--- src/rtl/clock_pkg.sv ---
// Shared time-of-day constants and helpers for the clock datapath and the alarm stage.
package clock_pkg;

    localparam int unsigned HOUR_MAX = 23;
    localparam int unsigned MIN_MAX  = 59;
    localparam int unsigned SEC_MAX  = 59;
    localparam int unsigned HOUR_W   = 5;
    localparam int unsigned MINSEC_W = 6;

    typedef enum logic [1:0] {
        SEL_HOUR = 2'b00,
        SEL_MIN  = 2'b01,
        SEL_SEC  = 2'b10,
        SEL_NONE = 2'b11
    } field_sel_e;

    // Increment with wrap at an exact field maximum rather than the bit width.
    function automatic logic [MINSEC_W-1:0] wrap_inc(input logic [MINSEC_W-1:0] v,
                                                     input logic [MINSEC_W-1:0] maxv);
        return (v == maxv) ? '0 : v + MINSEC_W'(1);
    endfunction

endpackage

--- src/rtl/pb_edge_detect.sv ---
// Two-flop synchroniser for a raw pushbutton followed by a one-cycle rising-edge pulse.
module pb_edge_detect (
    input  logic clk,
    input  logic reset,
    input  logic in,
    output logic pulse
);

    logic sync1_q;
    logic sync2_q;
    logic dly_q;

    always_ff @(posedge clk) begin
        if (reset) begin
            sync1_q <= 1'b0;
            sync2_q <= 1'b0;
            dly_q   <= 1'b0;
        end else begin
            sync1_q <= in;
            sync2_q <= sync1_q;
            dly_q   <= sync2_q;
        end
    end

    assign pulse = sync2_q & ~dly_q;

endmodule

--- src/rtl/time_counter.sv ---
// 24-hour time-of-day counter: prescaled one-second advance in run mode,
// field-by-field pushbutton editing in set mode.
module time_counter
    import clock_pkg::*;
#(
    parameter int unsigned TICK_DIV = 50_000_000
) (
    input  logic                clk,
    input  logic                reset,
    input  logic                SET_MODE,
    input  logic                PB,
    input  logic [1:0]          SWITCH,
    output logic [HOUR_W-1:0]   H_OUT,
    output logic [MINSEC_W-1:0] M_OUT,
    output logic [MINSEC_W-1:0] S_OUT,
    output logic                SEC_TICK
);

    localparam int unsigned         PRE_W    = $clog2(TICK_DIV);
    localparam logic [PRE_W-1:0]    PRE_LAST = PRE_W'(TICK_DIV - 1);
    localparam logic [HOUR_W-1:0]   H_LAST   = HOUR_W'(HOUR_MAX);
    localparam logic [MINSEC_W-1:0] M_LAST   = MINSEC_W'(MIN_MAX);
    localparam logic [MINSEC_W-1:0] S_LAST   = MINSEC_W'(SEC_MAX);

    logic [PRE_W-1:0]    presc_q, presc_d;
    logic [HOUR_W-1:0]   hour_q, hour_d;
    logic [MINSEC_W-1:0] min_q, min_d;
    logic [MINSEC_W-1:0] sec_q, sec_d;
    logic                tick_q, tick_d;
    logic                pb_rise;
    logic                tick;

    pb_edge_detect u_pb (
        .clk   (clk),
        .reset (reset),
        .in    (PB),
        .pulse (pb_rise)
    );

    always_comb begin
        hour_d  = hour_q;
        min_d   = min_q;
        sec_d   = sec_q;
        // SET_MODE gates the tick so mode entry on a tick edge never advances.
        tick    = ~SET_MODE & (presc_q == PRE_LAST);
        tick_d  = tick;
        presc_d = (SET_MODE | tick) ? '0 : presc_q + PRE_W'(1);

        if (tick) begin
            sec_d = wrap_inc(sec_q, S_LAST);
            if (sec_q == S_LAST) begin
                min_d = wrap_inc(min_q, M_LAST);
                if (min_q == M_LAST) begin
                    hour_d = (hour_q == H_LAST) ? '0 : hour_q + HOUR_W'(1);
                end
            end
        end else if (SET_MODE && pb_rise) begin
            case (field_sel_e'(SWITCH))
                SEL_HOUR: hour_d = (hour_q == H_LAST) ? '0 : hour_q + HOUR_W'(1);
                SEL_MIN:  min_d  = wrap_inc(min_q, M_LAST);
                SEL_SEC:  sec_d  = wrap_inc(sec_q, S_LAST);
                default:  ;
            endcase
        end
    end

    always_ff @(posedge clk) begin
        if (reset) begin
            presc_q <= '0;
            hour_q  <= '0;
            min_q   <= '0;
            sec_q   <= '0;
            tick_q  <= 1'b0;
        end else begin
            presc_q <= presc_d;
            hour_q  <= hour_d;
            min_q   <= min_d;
            sec_q   <= sec_d;
            tick_q  <= tick_d;
        end
    end

    assign H_OUT    = hour_q;
    assign M_OUT    = min_q;
    assign S_OUT    = sec_q;
    assign SEC_TICK = tick_q;

endmodule

--- config.mk ---
export PLATFORM = sky130hd
export DESIGN_NAME = time_counter
export DESIGN_NICKNAME = d
export VERILOG_FILES = /design/src/rtl/clock_pkg.sv /design/src/rtl/pb_edge_detect.sv /design/src/rtl/time_counter.sv
export SDC_FILE = /design/constraint.sdc
export NUM_CORES = 1
export LEC_CHECK = 0
export ABC_AREA = 1
export CAP_MARGIN = 25
export CORE_MARGIN = 8
export CORE_UTILIZATION = 30
export DETAILED_ROUTE_END_ITERATION = 12
export PLACE_DENSITY = 0.51
export SYNTH_ARGS = -nofsm -noshare
export SYNTH_HDL_FRONTEND = slang
export SYNTH_SLANG_ARGS = --single-unit
--- constraint.sdc ---
create_clock -name clk -period 5.25 [get_ports clk]
set_clock_uncertainty 0.2 [all_clocks]
set_input_delay 1.05 -clock clk [delete_from_list [all_inputs] [get_ports clk]]
set_output_delay 1.05 -clock clk [all_outputs]
set_load 0.05 [all_outputs]
After elaboration in Yosys (flattened, before gate mapping)
Cells that the tools add are included.
Widths: inputs -> output; s select.
{"block": "word_totals", "output_inout_bits": 18, "regBits": 47}
{"block": "classes", "n_mux": 15, "addsub": 4, "n_eq_ne": 8, "reduce_logical": 10, "bitwise": 5}
{"cell": "$mux 6", "count": 9}
{"cell": "$mux 5", "count": 6}
{"cell": "$add 26x1->26 const B", "count": 1}
{"cell": "$eq 26x26->1 const B", "count": 1}
{"cell": "$add 6x1->6 const B", "count": 2}
{"cell": "$eq 6x6->1 const B", "count": 2}
{"cell": "$reduce_bool 2->1", "count": 4}
{"cell": "$add 5x1->5 const B", "count": 1}
{"cell": "$eq 5x5->1 const B", "count": 1}
{"cell": "$ne 2x1->1 const B", "count": 2}
{"cell": "$reduce_and 4->1", "count": 1}
{"cell": "$reduce_and 3->1", "count": 1}
{"cell": "$and 1x1->1", "count": 2}
{"cell": "$eq 2x1->1 const B", "count": 1}
{"cell": "$eq 2x2->1 const B", "count": 1}
{"cell": "$logic_not 2->1", "count": 1}
{"cell": "$not 1->1", "count": 2}
{"cell": "$reduce_and 2->1", "count": 1}
{"cell": "$reduce_or 2->1", "count": 1}
{"cell": "$logic_and 1x1->1", "count": 1}
{"cell": "$or 1x1->1", "count": 1}

Depth between registers and ports, before layout
{"block": "logic_depth", "ltp_word": 5, "mapped_depth": 10, "depth_no_buf": 10}

Cells and area by module
Synthesis repeated with hierarchy kept, for this count alone.
{"block": "unflattened", "hier_cells": 379, "area_unflattened_um2": 2625.0}
{"mod": "time_counter", "area_per_inst_um2": 2538.7, "cells_each": 369, "n_inst": 1}
{"mod": "pb_edge_detect", "area_per_inst_um2": 86.3, "cells_each": 10, "n_inst": 1}

Worst setup path before layout
OpenSTA, ideal clock, no wires.
{"block": "synth_path", "kind": "input -> register", "startpoint": "in SET_MODE", "endpoint": "reg hour_q[0], in the netlist H_OUT[0]", "path_buffers": 0, "arrival_time_ns": 1.897, "slack_ns": 3.026, "cell_stages": 7, "setup_time_ns": 0.128, "path_cell_list": "inv_2 nor3_2 nand3_1 nand2_2 nand3_1 nand2_1 nor2_1"}
{"block": "synth_via", "elab_chain_cells": 4}
{"element": "from (decl)", "line": "time_counter.sv:10", "source": "input logic SET_MODE,"}
{"element": "$not 1->1", "line": "time_counter.sv:45", "source": "tick = ~SET_MODE & (presc_q == PRE_LAST);"}
{"element": "$and 1x1->1", "line": "time_counter.sv:45"}
{"element": "$ne 2x1->1 (no source line) or $reduce_bool 2->1 (tied branches)"}
{"element": "$reduce_and 4->1 (no source line)"}
{"element": "to (signal assigned)", "line": "time_counter.sv:76", "source": "hour_q <= hour_d;"}
{"element": "to (decl)", "line": "time_counter.sv:26", "source": "logic [HOUR_W-1:0] hour_q, hour_d;"}
Parallel ways exist; a longest one is shown, timed or not.
A chain may end at the register's enable or synchronous reset.

Final worst setup path
{"block": "layout_path", "startpoint": "in reset", "endpoint": "reg presc_q[25]"}
{"block": "layout_via", "elab_chain_cells": 1}
{"element": "from (decl)", "line": "time_counter.sv:9", "source": "input logic reset,"}
{"element": "$reduce_or 2->1 (no source line)"}
{"element": "to (signal assigned)", "line": "time_counter.sv:75", "source": "presc_q <= presc_d;"}
{"element": "to (decl)", "line": "time_counter.sv:25", "source": "logic [PRE_W-1:0] presc_q, presc_d;"}
No other way between the ends.

==> results <==
- From synthesis to final layout, the design area changed by 17.63%.
- The kind of critical path is in -> reg.
- The kind of path behind the tightest hold check is reg -> reg.
- At the end of the flow, the number of nets in the layout was just over 400.
- 0 antenna diodes ended up in the layout.
- The number of nets handed over by synthesis was 381.
- Setup repair after global routing left no endpoint under its margin.
- The number of hold-repair buffers added at the cts stage is 0.
- The wire-length estimate of the detail-placed layout is roughly 4500 um.
- The hold violation count in the final report is 0.
- The synthesized flop and latch total is 47.
- The die covers 0.01164 mm^2.
- The simple-gate share of the synthesized area is 0.4291.
- The share of total power dissipated in sequential elements is 0.553.
- The number of placement rows is 33.
- The finished layout holds 502 standard cells, fillers aside.
- TritonCTS built the clock tree.
- The total internal power is ~510 uW.
- The routability congestion estimate from global placement is ~0.85.
- The category of cells accounting for the largest share of critical-path delay is buffers and inverters.
- The CTS H-tree depth is 2.
- The cell at the root of the clock tree is clkbuf_8.
- The number of pins exceeding their max-slew limit in the final report was 0.
- The largest single stage delay on the critical path is 780 ps.
- The flow ran to the end, and the final reports show no timing, DRC or antenna violations.
- The final number of setup-violating endpoints is 0.
- Of the total synthesized cell area, the portion taken by XOR and XNOR cells is 0.03111.
- The post-synth design cell area is 0.002534 mm^2.
- Global routing finished with a remaining overflow of 0.
- Counting along the longest clock path gives a buffer depth of 2.
- The post-cts gate resize count is 0.
- In the final routed layout, each cell accounts on average for 11.79 um.
- After layout, the minimum clock period comes to 2989 ps.
- Of the total power, the share spent switching nets is 0.2201.
- The final sum of negative setup slack is 0 ps.
- The global-route wire length before repair is about 10000 um.
- The post-detailed-route count of antenna-violating nets is 0.
- The most frequent cell on the critical path is inv_1.
- The fraction of the mapped netlist area in adder cells is 0.01975.
- The area after detailed placement is 0.002868 mm^2.
- The number of max-cap violations is 0.
- The vertical die dimension is 107.9 um.
- In the final layout, the multi-input gates occupy about 0.0014 mm^2.
- The pre-CTS worst setup slack is 1899 ps.
- The via count of the first global-routing pass is approximately 2200.
- The worst reg2reg path startpoint is presc_q[0].
- The later-pin clock latency in the skew report is 310 ps.
- After filler insertion, the fill cell instance count of the layout stands at 883.
- Of all nets on the critical path, the largest fanout is 21.
- The total number of yosys warnings is 0.
- The total leakage power is 0.001014 uW.
- In this run, the number of DRC markers left after iteration 0 of detailed routing was 100.
- The share of total power dissipated in combinational logic is 0.033.
- The share of the synthesized area in compound gates (AO/OA/AOI/OAI) is 0.07259.
- The kind of end point of the critical path is a flop.
- The pre-antenna-repair detailed-routing pass consisted of 4 iterations.
- STA puts the critical path data required time at 5290 ps.
- In this run, CTS created clock tree buffers numbering 5.
- The areal power density over the cells is 218.2 mW/mm^2.
- The sequential cell area is 940.9 um^2.
- The share of synthesized area spent on multiplexers is 0.
- The number of sinks on the clock net is 47.
- The critical path's slowest cell is clkdlybuf4s50_1.
- The cell count after synthesis came out at 371.
- Dividing the final minimum period by the clock period gives 0.5693.
- In this run the tightest slew margin relative to its limit is 0.5146.
- The slew at the pin closest to its max-slew limit is 725.9 ps.
- Entering global routing, the biggest net connects 22 pins.
- Summed over all nets, the switching power comes to 143.2 uW.
- Dividing the detail-routed via count by the number of cells gives 4.779.
- The combinational family with the most area after synthesis is simple AND/OR/NAND/NOR gates.
- The type of element launching the critical path is a primary input.
- Timing would allow up to 0.3346 GHz.
- The worst path arrival time is just over 3000 ps.
- The floorplan step defined a core boundary enclosing 0.008217 mm^2.
- Of the synthesized area, sequential elements account for 0.3714.
- The all-layer global routing usage is 0.1050.
- The count of unique library cells instantiated by Yosys is 32.
- Once placement completed, the tool counted placed cells totaling roughly 490.
- The number of buffers and inverters on the critical path is 3.
- The post-route cell area is 0.002980 mm^2.
- The die is 107.9 um wide.
- The clock slew seen by the registers of the worst setup and hold paths is roughly 90 ps.
- Of the total power, the clock network draws 0.414.
- The average cell area after synthesis is 6.829 um^2.
- The total via count after detailed routing is 2399.
- Across the VDD grid, the largest voltage drop is 0.1440 mV.
- The hold path startpoint is u_pb.sync1_q.
- The final layout contains routed wiring with a total length of about 5900 um.
- Overall power consumption after layout is estimated at around 650 uW.
- The number of remaining DRC errors is 0.
- Pin placement for this block handled 24 I/O pins.
- The number of antenna violations at the first check in global routing came to 0.
- The number of buffers added on ports is 23.
- In the final layout, the share of cells above drive strength 1 is 0.07557.
- Traced cell by cell, the critical path runs through clkdlybuf4s50_1 > inv_1 > nand3_2 > inv_1 > o21ai_0 > nor2_1.
- For this configuration, the core starts out at a cell density of 0.3084.
- The most critical setup path has its startpoint at reset.
- The final worst slack is around 2300 ps.
- Once the clock tree was built, the setup fixing pass inserted 0 buffers.
==> Yosys cell counts <==
cell,count,area (um^2)
nand2_2,5,31.28
nand3b_1,3,22.52
ha_1,4,50.05
a31oi_1,3,18.77
nor2_4,3,33.78
nand4_2,1,12.51
nor3b_1,5,37.54
nor2_1,59,221.5
and3_1,1,6.260
nand3_4,1,17.52
xnor2_1,6,52.55
buf_4,2,15.01
dfxtp_1,47,940.9
clkbuf_1,2,7.510
o21ai_0,6,30.03
nand4_4,1,21.27
nor3_1,10,50.05
inv_2,1,3.750
or2_2,3,18.77
a21oi_1,27,135.1
nor3_2,2,20.02
buf_2,1,5.000
nand3_2,1,10.01
nand4_1,10,62.56
inv_1,43,161.4
nor2_2,3,18.77
nand2_1,78,292.8
nand3_1,36,180.2
and2_1,1,6.260
nand2_4,1,11.26
nor4_1,2,12.51
xor2_1,3,26.28
==> state kept, by name (all words and copies together), names as in the netlist <==
name,cells
u_pb.dly_q,1
u_pb.sync1_q,1
presc_q,26
SEC_TICK,1
M_OUT,6
S_OUT,6
H_OUT,5
u_pb.sync2_q,1
==> stage by stage <==
step / hold slack [ps] / utilization
after floorplan: 188.3 / -
after global routing: 235.2 / 0.3627
final: 211.9 / 0.3627
after CTS: 212.0 / 0.3627
after global placement: 194.2 / 0.3490
after detailed placement: 199.0 / 0.3490
==> tightest hold or removal path: cells and delay by family (launching register included) <==
| kind | cells | cell delay (ps) |
|---|---|---|
| DFF | 1 | 310 |
| and+or+nand+nor | 1 | 30 |
| buffers and inverters | 1 | 40 |
==> final timing paths <==
path,endpoint,slack (ps),cells after the start
worst min register to register,u_pb.sync2_q,210,2
worst max register to register,presc_q[20],3060,10
worst max-delay path,presc_q[25],2260,6
worst min-delay path,u_pb.sync2_q,210,2
==> cell families (layout without fill, tap and decap cells) <==
family                   after synthesis  after routing
AND/OR/NAND/NOR                      226            226
buffers and inverters                 49             75
flip-flops                            47             47
AO/OA/AOI/OAI                         36             36
XOR/XNOR                               9              9
adder cells (fa/ha/maj)                4              4
==> final cells by class <==
type,instances,share of cell area
timing repair buffer,23,0.07725
tap,105,0.04408
clock inverter,3,0.01469
sequential,47,0.3157
inverter,44,0.05542
clock buffer,5,0.02309
multi-input combinational,275,0.4698
==> metal layers <==
metal	GRT usage	vias to the layer above	share of wire
li1	-	1252	-
met1	0.1359	1101	0.50
met2	0.1671	39	0.45
met3	0.02814	7	0.038
met4	0.02973	0	0.012
met5	0	-	0
==> power groups by stage <==
stage / Combinational [uW] / Clock (uW) / Sequential, uW
after floorplan: 12.4 / 0 / 369
after global placement: 21.4 / 0 / 368
after detailed placement: 21.5 / 0 / 368
after CTS: 21.6 / 278 / 360
after global routing: 23.8 / 295 / 360
final: 21.2 / 270 / 360
==> cells in the final DEF, fill, tap and decap left out, types with 2 or more instances in the layout <==
| cell | instances |
|---|---|
| dfxtp_1 | 47 |
| clkdlybuf4s50_1 | 23 |
| nor2_2 | 3 |
| o21ai_0 | 6 |
| nor4_1 | 2 |
| nor2_1 | 59 |
| ha_1 | 4 |
| a31oi_1 | 3 |
| xnor2_1 | 6 |
| clkbuf_8 | 5 |
| xor2_1 | 3 |
| nand3_1 | 36 |
| nor3_1 | 10 |
| inv_1 | 43 |
| or2_2 | 3 |
| nand4_1 | 10 |
| nor3b_1 | 5 |
| nor3_2 | 2 |
| nand3b_1 | 3 |
| nand2_1 | 78 |
| nor2_4 | 3 |
| nand2_2 | 5 |
| a21oi_1 | 27 |
No activity file was read; power rests on OpenSTA's default activity.
